==> src/rtl/muldiv_pkg.sv <==
// Shared types for the iterative multiply/divide unit: operation encoding,
// FSM state encoding and the per-operation step count.
package muldiv_pkg;

   typedef enum logic [1:0] {
      OP_MUL   = 2'b00,
      OP_MULHU = 2'b01,
      OP_DIVU  = 2'b10,
      OP_REMU  = 2'b11
   } op_e;

   typedef enum logic [1:0] {
      ST_IDLE = 2'd0,
      ST_CALC = 2'd1,
      ST_DONE = 2'd2
   } state_e;

   // Number of CALC cycles needed to retire all operand bits.
   function automatic int calc_nstep(input int xlen, input int bits_per_cycle);
      return xlen / bits_per_cycle;
   endfunction

endpackage

==> src/rtl/muldiv_step.sv <==
// One single-bit iteration of the muldiv datapath: a shift-add multiply step
// or, when MULDIV_DIV_EN is defined, a restoring divide step.
// Multiply: acc holds {partial product high, remaining multiplier bits}.
// Divide:   acc low half holds the dividend shifting out / quotient shifting
//           in from the LSB; rem holds the running remainder.
module muldiv_step
   import muldiv_pkg::*;
#(
   parameter int XLEN = 32
) (
`ifdef MULDIV_DIV_EN
   input  logic              is_div,
   input  logic [XLEN-1:0]   rem_in,
   output logic [XLEN-1:0]   rem_out,
`endif
   input  logic [XLEN-1:0]   operand,
   input  logic [2*XLEN-1:0] acc_in,
   output logic [2*XLEN-1:0] acc_out
);

   logic [XLEN:0] sum;

   // Add the multiplicand into the high half when the current multiplier bit is set.
   always_comb begin
      sum = {1'b0, acc_in[2*XLEN-1:XLEN]} + (acc_in[0] ? {1'b0, operand} : '0);
   end

`ifdef MULDIV_DIV_EN
   logic [XLEN:0]   part;
   logic [XLEN+1:0] diff;
   // After a successful subtract the difference is below the divisor, so
   // bit XLEN of diff is always zero and is never needed.
   logic            unused_diff_msb;

   assign unused_diff_msb = diff[XLEN];

   // Restoring divide step (XLEN+1 bit partial remainder) or shift-add step.
   always_comb begin
      part    = {rem_in, acc_in[XLEN-1]};
      diff    = {1'b0, part} - {2'b00, operand};
      acc_out = {sum, acc_in[XLEN-1:1]};
      rem_out = rem_in;
      if (is_div) begin
         acc_out = {acc_in[2*XLEN-1:XLEN], acc_in[XLEN-2:0], ~diff[XLEN+1]};
         rem_out = diff[XLEN+1] ? part[XLEN-1:0] : diff[XLEN-1:0];
      end
   end
`else
   assign acc_out = {sum, acc_in[XLEN-1:1]};
`endif

endmodule

==> src/rtl/muldiv_unit.sv <==
// Iterative unsigned multiply/divide unit with a start/busy/done handshake.
// Handshake: start_i is accepted in IDLE or DONE (flush_i low); busy_o is high
// for exactly NSTEP cycles of CALC; done_o pulses one cycle with data_o and
// div_by_zero_o valid; data_o holds until the next done_o. flush_i returns to
// IDLE without a done_o. Divide support is compiled in with MULDIV_DIV_EN;
// without it DIVU/REMU complete in one cycle with a zero result.
module muldiv_unit
   import muldiv_pkg::*;
#(
   parameter int XLEN           = 32,
   parameter int BITS_PER_CYCLE = 1
) (
   input  logic            clk_i,
   input  logic            rst_i,
   input  logic            start_i,
   input  logic [1:0]      op_i,
   input  logic [XLEN-1:0] data0_i,
   input  logic [XLEN-1:0] data1_i,
   input  logic            flush_i,
   output logic            busy_o,
   output logic            done_o,
   output logic [XLEN-1:0] data_o,
   output logic            div_by_zero_o,
   output state_e          fsm_state
);

   localparam int NSTEP = calc_nstep(XLEN, BITS_PER_CYCLE);
   localparam int CW    = (NSTEP > 1) ? $clog2(NSTEP) : 1;
   localparam logic [CW-1:0] LAST = CW'(NSTEP - 1);

   state_e          state;
   state_e          state_next;
   logic [CW-1:0]   cnt;
   op_e             op_q;
   logic [XLEN-1:0] opnd;
   logic [2*XLEN-1:0] acc;
   logic            accept;
   logic            fast;
   logic            last_step;
   logic [XLEN-1:0] result;
   logic [XLEN-1:0] fast_result;
   logic            fast_dbz;
   logic [2*XLEN-1:0] acc_chain [BITS_PER_CYCLE+1];

`ifdef MULDIV_DIV_EN
   logic [XLEN-1:0] rem;
   logic [XLEN-1:0] rem_chain [BITS_PER_CYCLE+1];
`endif

   assign accept    = start_i && !flush_i && (state == ST_IDLE || state == ST_DONE);
   assign last_step = (state == ST_CALC) && (cnt == LAST);

   // Decide whether an incoming op bypasses CALC and what it returns.
   always_comb begin
`ifdef MULDIV_DIV_EN
      fast        = op_i[1] && (data1_i == '0);
      fast_result = (op_i == OP_DIVU) ? '1 : data0_i;
      fast_dbz    = 1'b1;
`else
      fast        = op_i[1];
      fast_result = '0;
      fast_dbz    = 1'b0;
`endif
   end

   // Chain of BITS_PER_CYCLE single-bit steps evaluated in one cycle.
   assign acc_chain[0] = acc;
`ifdef MULDIV_DIV_EN
   assign rem_chain[0] = rem;
`endif

   for (genvar i = 0; i < BITS_PER_CYCLE; i++) begin : g_step
      muldiv_step #(.XLEN(XLEN)) u_step (
`ifdef MULDIV_DIV_EN
         .is_div  (op_q[1]),
         .rem_in  (rem_chain[i]),
         .rem_out (rem_chain[i+1]),
`endif
         .operand (opnd),
         .acc_in  (acc_chain[i]),
         .acc_out (acc_chain[i+1])
      );
   end

   // Select the final result from the last step of the last CALC cycle.
   always_comb begin
      result = '0;
      case (op_q)
         OP_MUL:   result = acc_chain[BITS_PER_CYCLE][XLEN-1:0];
         OP_MULHU: result = acc_chain[BITS_PER_CYCLE][2*XLEN-1:XLEN];
`ifdef MULDIV_DIV_EN
         OP_DIVU:  result = acc_chain[BITS_PER_CYCLE][XLEN-1:0];
         OP_REMU:  result = rem_chain[BITS_PER_CYCLE];
`endif
         default:  result = '0;
      endcase
   end

   // FSM state register.
   always_ff @(posedge clk_i) begin
      if (!rst_i) begin
         state <= ST_IDLE;
      end else begin
         state <= state_next;
      end
   end

   // FSM next-state logic; flush wins over everything else.
   always_comb begin
      state_next = state;
      if (flush_i) begin
         state_next = ST_IDLE;
      end else begin
         case (state)
            ST_IDLE: if (start_i) state_next = fast ? ST_DONE : ST_CALC;
            ST_CALC: if (cnt == LAST) state_next = ST_DONE;
            ST_DONE: begin
               if (start_i) state_next = fast ? ST_DONE : ST_CALC;
               else         state_next = ST_IDLE;
            end
            default: state_next = ST_IDLE;
         endcase
      end
   end

   // FSM outputs decoded from the state register only.
   always_comb begin
      busy_o    = (state == ST_CALC);
      done_o    = (state == ST_DONE);
      fsm_state = state;
   end

   // Operand latch, iteration progress and result registers.
   always_ff @(posedge clk_i) begin
      if (!rst_i) begin
         cnt           <= '0;
         op_q          <= OP_MUL;
         opnd          <= '0;
         acc           <= '0;
`ifdef MULDIV_DIV_EN
         rem           <= '0;
`endif
         data_o        <= '0;
         div_by_zero_o <= 1'b0;
      end else if (accept) begin
         cnt  <= '0;
         op_q <= op_e'(op_i);
         if (op_i[1]) begin
            opnd <= data1_i;
            acc  <= {{XLEN{1'b0}}, data0_i};
         end else begin
            opnd <= data0_i;
            acc  <= {{XLEN{1'b0}}, data1_i};
         end
`ifdef MULDIV_DIV_EN
         rem <= '0;
`endif
         if (fast) begin
            data_o        <= fast_result;
            div_by_zero_o <= fast_dbz;
         end
      end else if (state == ST_CALC && !flush_i) begin
         cnt <= cnt + 1'b1;
         acc <= acc_chain[BITS_PER_CYCLE];
`ifdef MULDIV_DIV_EN
         rem <= rem_chain[BITS_PER_CYCLE];
`endif
         if (last_step) begin
            data_o        <= result;
            div_by_zero_o <= 1'b0;
         end
      end
   end

endmodule

==> config.mk <==
export PLATFORM = sky130hd
export DESIGN_NAME = muldiv_unit
export DESIGN_NICKNAME = d
export VERILOG_FILES = /design/src/rtl/muldiv_pkg.sv /design/src/rtl/muldiv_step.sv /design/src/rtl/muldiv_unit.sv
export SDC_FILE = /design/constraint.sdc
export NUM_CORES = 1
export LEC_CHECK = 0
export CAP_MARGIN = 20
export CORE_ASPECT_RATIO = 0.9
export CORE_UTILIZATION = 51
export DETAILED_ROUTE_END_ITERATION = 16
export GPL_TIMING_DRIVEN = 1
export MAX_ROUTING_LAYER = met4
export PLACE_DENSITY = 0.77
export SYNTH_ARGS = -nofsm -noshare
export SYNTH_HDL_FRONTEND = slang
export SYNTH_HIERARCHICAL = 1
export SYNTH_SLANG_ARGS = --single-unit
==> constraint.sdc <==
create_clock -name clk_i -period 2.64 [get_ports clk_i]
set_input_delay 0.66 -clock clk_i [delete_from_list [all_inputs] [get_ports clk_i]]
set_output_delay 0.66 -clock clk_i [all_outputs]
set_load 0.01 [all_outputs]
# --- Word-level counts from Yosys, hierarchy flattened ---
# Cells that the tools add are included.
# W data, S select, Z words.
op_classes:
  n_addsub: 2
  n_eq_ne: 7
  muxes: 19
  bitwise: 1
  reduce_logical: 14
ops:
  columns: ["op", "count"]
  rows:
  - ["$mux W32", 7]
  - ["$mux W64", 2]
  - ["$pmux W32 S2", 1]
  - ["$add A32 B33 Y33", 1]
  - ["$mux W2", 4]
  - ["$pmux W2 S3", 1]
  - ["$add A5 B1 Y5 const B", 1]
  - ["$eq A5 B5 Y1 const B", 1]
  - ["$eq A2 B1 Y1 const B", 2]
  - ["$logic_and A1 B1 Y1", 4]
  - ["$logic_not A2 Y1", 2]
  - ["$mux W1", 4]
  - ["$ne A2 B2 Y1 const B", 2]
  - ["$reduce_bool A2 Y1", 2]
  - ["$reduce_or A2 Y1", 2]
  - ["$reduce_and A3 Y1", 1]
  - ["$eq A2 B2 Y1 const B", 1]
  - ["$ne A2 B1 Y1 const B", 1]
  - ["$reduce_and A2 Y1", 1]
  - ["$logic_not A1 Y1", 1]
  - ["$logic_or A1 B1 Y1", 1]
  - ["$not A1 Y1", 1]
word_totals:
  ff_bits: 138
  inputBits: 70
  out_inout_bits: 37
  wordCells: 50

# --- Longest topological paths before layout ---
depth:
  ltp_word: 6
  depth_mapped: 13
  ltp_nobuf: 12

# --- Hierarchy ---
# Netlist, hierarchy kept.
by_module_without_submodules:
  columns: ["mod", "n_inst", "cells_each", "area_each_um2", "seq_area_each_um2"]
  rows:
  - ["muldiv_unit", 1, 596, 6169.7, 2742.6]
  - ["muldiv_step", 1, 295, 2187.1, 0.0]

# --- Least setup slack after synthesis ---
# No wires, ideal clock.
synth_timing:
  path_kind: "register to register"
  start: "register acc[0]"
  end: "register data_o[17]"
  setup_time_ns: 0.118
  arrival_time_ns: 2.651
  required_time_ns: 2.522
  slack_ns: -0.128
  path_stages_with_launch: 13
  path_buffers: 0
  period_less_slack_ns: 2.768
  cell_sequence: "dfxtp_1 > and2_1 > ha_1 > fa_1 > a211o_1 > a211oi_2 > o31ai_2 > a21o_1 > a21oi_2 > o21ai_1 > xor2_1 > mux2i_1 > o2bb2ai_2"
synth_rtl:
  columns: ["element", "line_no", "source"]
  rows:
  - ["start, declared", "muldiv_unit.sv:36", "logic [2*XLEN-1:0] acc;"]
  - ["start signal, assigned", "muldiv_unit.sv:150", "acc <= {{XLEN{1'b0}}, data0_i};"]
  - ["start signal, assigned", "muldiv_unit.sv:153", "acc <= {{XLEN{1'b0}}, data1_i};"]
  - ["start signal, assigned", "muldiv_unit.sv:164", "acc <= acc_chain[BITS_PER_CYCLE];"]
  - ["end signal, assigned", "muldiv_unit.sv:159", "data_o <= fast_result;"]
  - ["end signal, assigned", "muldiv_unit.sv:169", "data_o <= result;"]
  - ["end, declared", "muldiv_unit.sv:22", "output logic [XLEN-1:0] data_o,"]

==> metrics.md <==
| Metric | Value |
|---|---|
| Longest Clk Path Bufs | `2` |
| ANT nets after route | `0` |
| Clk slew on worst S/H paths | `0.06 ns` |
| Slew of the pin with the lowest slew margin | `0.699 ns` |
| Final Max Tran Viols | `0` |
| Grt total ovfl | `0` |
| Synthesized area per cell | `9.38 sq um` |
| Final HPWL DP | `14,800 um` |
| Mapped Nets | `996` |
| R2r worst-path depth | `12` |
| Top FF cell, synth | `dfxtp_1` |
| WP data arrival | `3.08 ns` |
| DIE HEIGHT | `123 um` |
| Worst hold path depth | `1` |
| Layout cells sized above 1 | `21.6%` |
| YS warnings | `6` |
| #FFs+latches synth | `137` |
| Max_cap viols | `0` |
| Post-synth cell types | `63` |
| Io pins | `107` |
| Util after Layout | `66.3%` |
| WP data required | `2.94 ns` |
| Setup slack after layout | `-0.133 ns` |
| Leak Pwr | `4.58 nW` |
| Setup-failing EPs final | `21` |
| CTS H-tree depth | `4` |
| Clk_skew | `0.00782 ns` |
| Average wire per standard cell | `18.5 um` |
| Vias per cell | `5.94` |
| Vias in the first global route | `7,049` |
| Post-Route WL | `22,300 um` |
| Crit path depth | `12` |
| Cell Pwr Density | `483 mW/mm^2` |
| Core area | `0.0161 sq mm` |
| Ant. Diodes | `0` |
| Area growth from synthesis to layout | `27.5%` |
| Total GRT Usage | `28.0%` |
| Final worst-path cycle share | `105%` |
| # fillers | `1,266` |
| Min Clock Period, post-route | `2.77 ns` |
| CP cell instances | `and2_4 > ha_4 > fa_2 > a211o_1 > a211oi_4 > o31ai_4 > a31oi_4 > o21ai_2 > a21oi_2 > xnor2_2 > mux2i_1 > o2bb2ai_2` |
| Number of flops mapped to enable cells by yosys | `0` |
| Final GP Congestion | `0.911` |
| Setup crit start kind | `flip-flop` |
| RSZ-0062 raised after global routing | `yes` |
| Max Clock Freq | `361 MHz` |
| Netlist Area Pre-Place | `0.00836 sq mm` |
| Mapped Cells | `891` |
| Crit path launch | `acc[0]$_SDFFE_PN0P_` |
| Drt pass-1 iters | `5` |
| Largest net degree at the start of global routing | `101` |
| Die Area | `0.0169 sq mm` |
| Critical path type | `reg -> reg` |
| Ys async rst share | `0%` |
| Final net count | `1,095` |
| Initial Util | `52.0%` |
| CP max-delay cell | `dfxtp_4` |
| DR DRC count | `0` |
| Row Count | `44` |
| Multi-input logic area | `0.00538 sq mm` |
| First-pass GRT wire length | `35,600 um` |
| Latest clock arrival within the worst-skew pair | `0.43 ns` |
| Hold Crit Class | `reg -> reg` |
| Failing checks | `setup timing` |
| Most frequent cells in the layout | `dfxtp_1, clkdlybuf4s50_1, buf_4` |
| Sequential share of the synthesized area | `32.8%` |
| Worst path bufs/invs | `0` |
| Status | `finished, violations left` |
| CP Max Fanout | `5` |
| CP Capture Type | `flip-flop` |
| Final Hold Viols | `0` |
| WHS | `0.475 ns` |
| 1st-iter DRT viols | `503` |
| Relative slew margins | `53.4%` |
| Top delay family on crit path | `compound AO/OA/AOI/OAI gates` |
| Root Driver | `clkbuf_16` |
| Clock Sinks | `137` |
| FF-to-FF Start | `acc[0]$_SDFFE_PN0P_` |
| Reg area | `0.00275 sq mm` |
| Commonest non-fill, non-tap cell in the layout | `dfxtp_1` |
| Cts bufs inserted | `17` |
| PortBufs | `105` |
| Initial antenna violation count | `0` |
| Via count | `7,182` |
| TritonCTS clock tree | `built` |
| Hold_sp | `data_o[10]$_SDFFE_PN0P_` |
| Crit path largest cell delay | `0.35 ns` |
| Die width | `137 um` |
| Max IR drop VDD | `0.495 mV` |
sequential cells by signal, indices dropped and copies added (netlist names):
register and cells:
fsm_state 2, op_q 2, cnt 5, data_o 32, opnd 32, acc 64
report_power, final:
group | switching, mW | internal, mW
Clock | 0.909 | 1.43
Sequential | 0.0492 | 2.14
Combinational | 0.327 | 0.292
worst paths after layout:
path / slack [ns] / end
setup reg to reg: -0.13 / data_o[27]$_SDFFE_PN0P_
hold reg to reg: 0.48 / data_o[10]$_SDFFE_PN0P_
hold / removal: 0.48 / data_o[10]$_SDFFE_PN0P_
setup / recovery: -0.13 / data_o[27]$_SDFFE_PN0P_
logic make-up (layout without fill, tap and decap cells):
| family | Yosys count | count (layout) | synth area share (%) |
|---|---|---|---|
| AO/OA/AOI/OAI | 336 | 336 | 31.5 |
| AND/OR/NAND/NOR | 178 | 178 | 11.3 |
| flip-flops | 137 | 137 | 32.8 |
| buffers and inverters | 108 | 220 | 7.94 |
| multiplexers | 64 | 64 | 7.67 |
| adder cells (fa/ha/maj) | 35 | 35 | 5.33 |
| XOR/XNOR | 32 | 32 | 3.35 |
| other | 1 | 1 | 0.0449 |
per-stage QoR:
| stage | instances | TNS, ns | worst slack, ns | cell area (sq um) | power [mW] |
|---|---|---|---|---|---|
| after CTS | 1206 | -1.91 | -0.146 | 10400 | 5.18 |
| after detailed placement | 1171 | -2.97 | -0.193 | 9600 | 2.83 |
| final | 1210 | -1.53 | -0.133 | 10700 | 5.15 |
| after global routing | 1210 | -5.21 | -0.260 | 10700 | 5.34 |
| after global placement | 1171 | -1.46 | -0.120 | 9600 | 2.82 |
| after floorplan | 891 | 0 | 0.0137 | 8360 | 2.63 |
synth_stat cells (6+ instances only):
cell type | number | share of area, %
nor2_1 | 19 | 0.85
o21ai_0 | 65 | 3.9
buf_4 | 42 | 3.8
inv_1 | 8 | 0.36
o2bb2ai_2 | 28 | 5.0
nand2_1 | 57 | 2.6
ha_1 | 34 | 5.1
mux2i_1 | 64 | 7.7
a221oi_1 | 33 | 3.5
a21oi_1 | 60 | 3.6
o211a_1 | 34 | 4.1
a21o_1 | 22 | 2.0
nand3_1 | 6 | 0.36
buf_2 | 25 | 1.5
dfxtp_1 | 137 | 33
buf_6 | 9 | 1.2
a22oi_1 | 32 | 2.9
o21ai_1 | 14 | 0.84
xor2_1 | 16 | 1.7
and2_1 | 32 | 2.4
nor2b_1 | 36 | 2.7
xnor2_1 | 16 | 1.7
clkbuf_1 | 23 | 1.0
worst reg2reg max path: cells and delay by family (launching register included):
kind | cells | cell delay, ns
AO/OA/AOI/OAI | 7 | 1.40
XOR/XNOR | 1 | 0.10
adder cells (fa/ha/maj) | 2 | 0.49
flip-flops | 1 | 0.35
multiplexers | 1 | 0.17
AND/OR/NAND/NOR | 1 | 0.14
final cells by class:
cell class	instances	share of cell area, %
Sequential cell	137	25.8
Clock buffer	20	4.29
Clock inverter	12	1.17
Timing Repair Buffer	180	15.6
Tap cell	207	2.43
Multi-Input combinational cell	646	50.5
Inverter	8	0.282
what timing repair did:
| item | CTS | global route |
|---|---|---|
| buffers inserted | 3 | 4 |
| endpoints found under the setup margin | 31 | 45 |
| hold buffers | 0 | 0 |
| pin swaps | 29 | 34 |
| gates resized for setup | 33 | 32 |
routing by layer:
metal	wire length, um	up-vias	GRT usage (%)
li1	-	3478	-
met1	10100	3450	34.7
met2	10700	215	44.4
met3	972	39	5.33
met4	558	0	11.8
met5	0	-	-
Power figures use the tool's default switching activity.
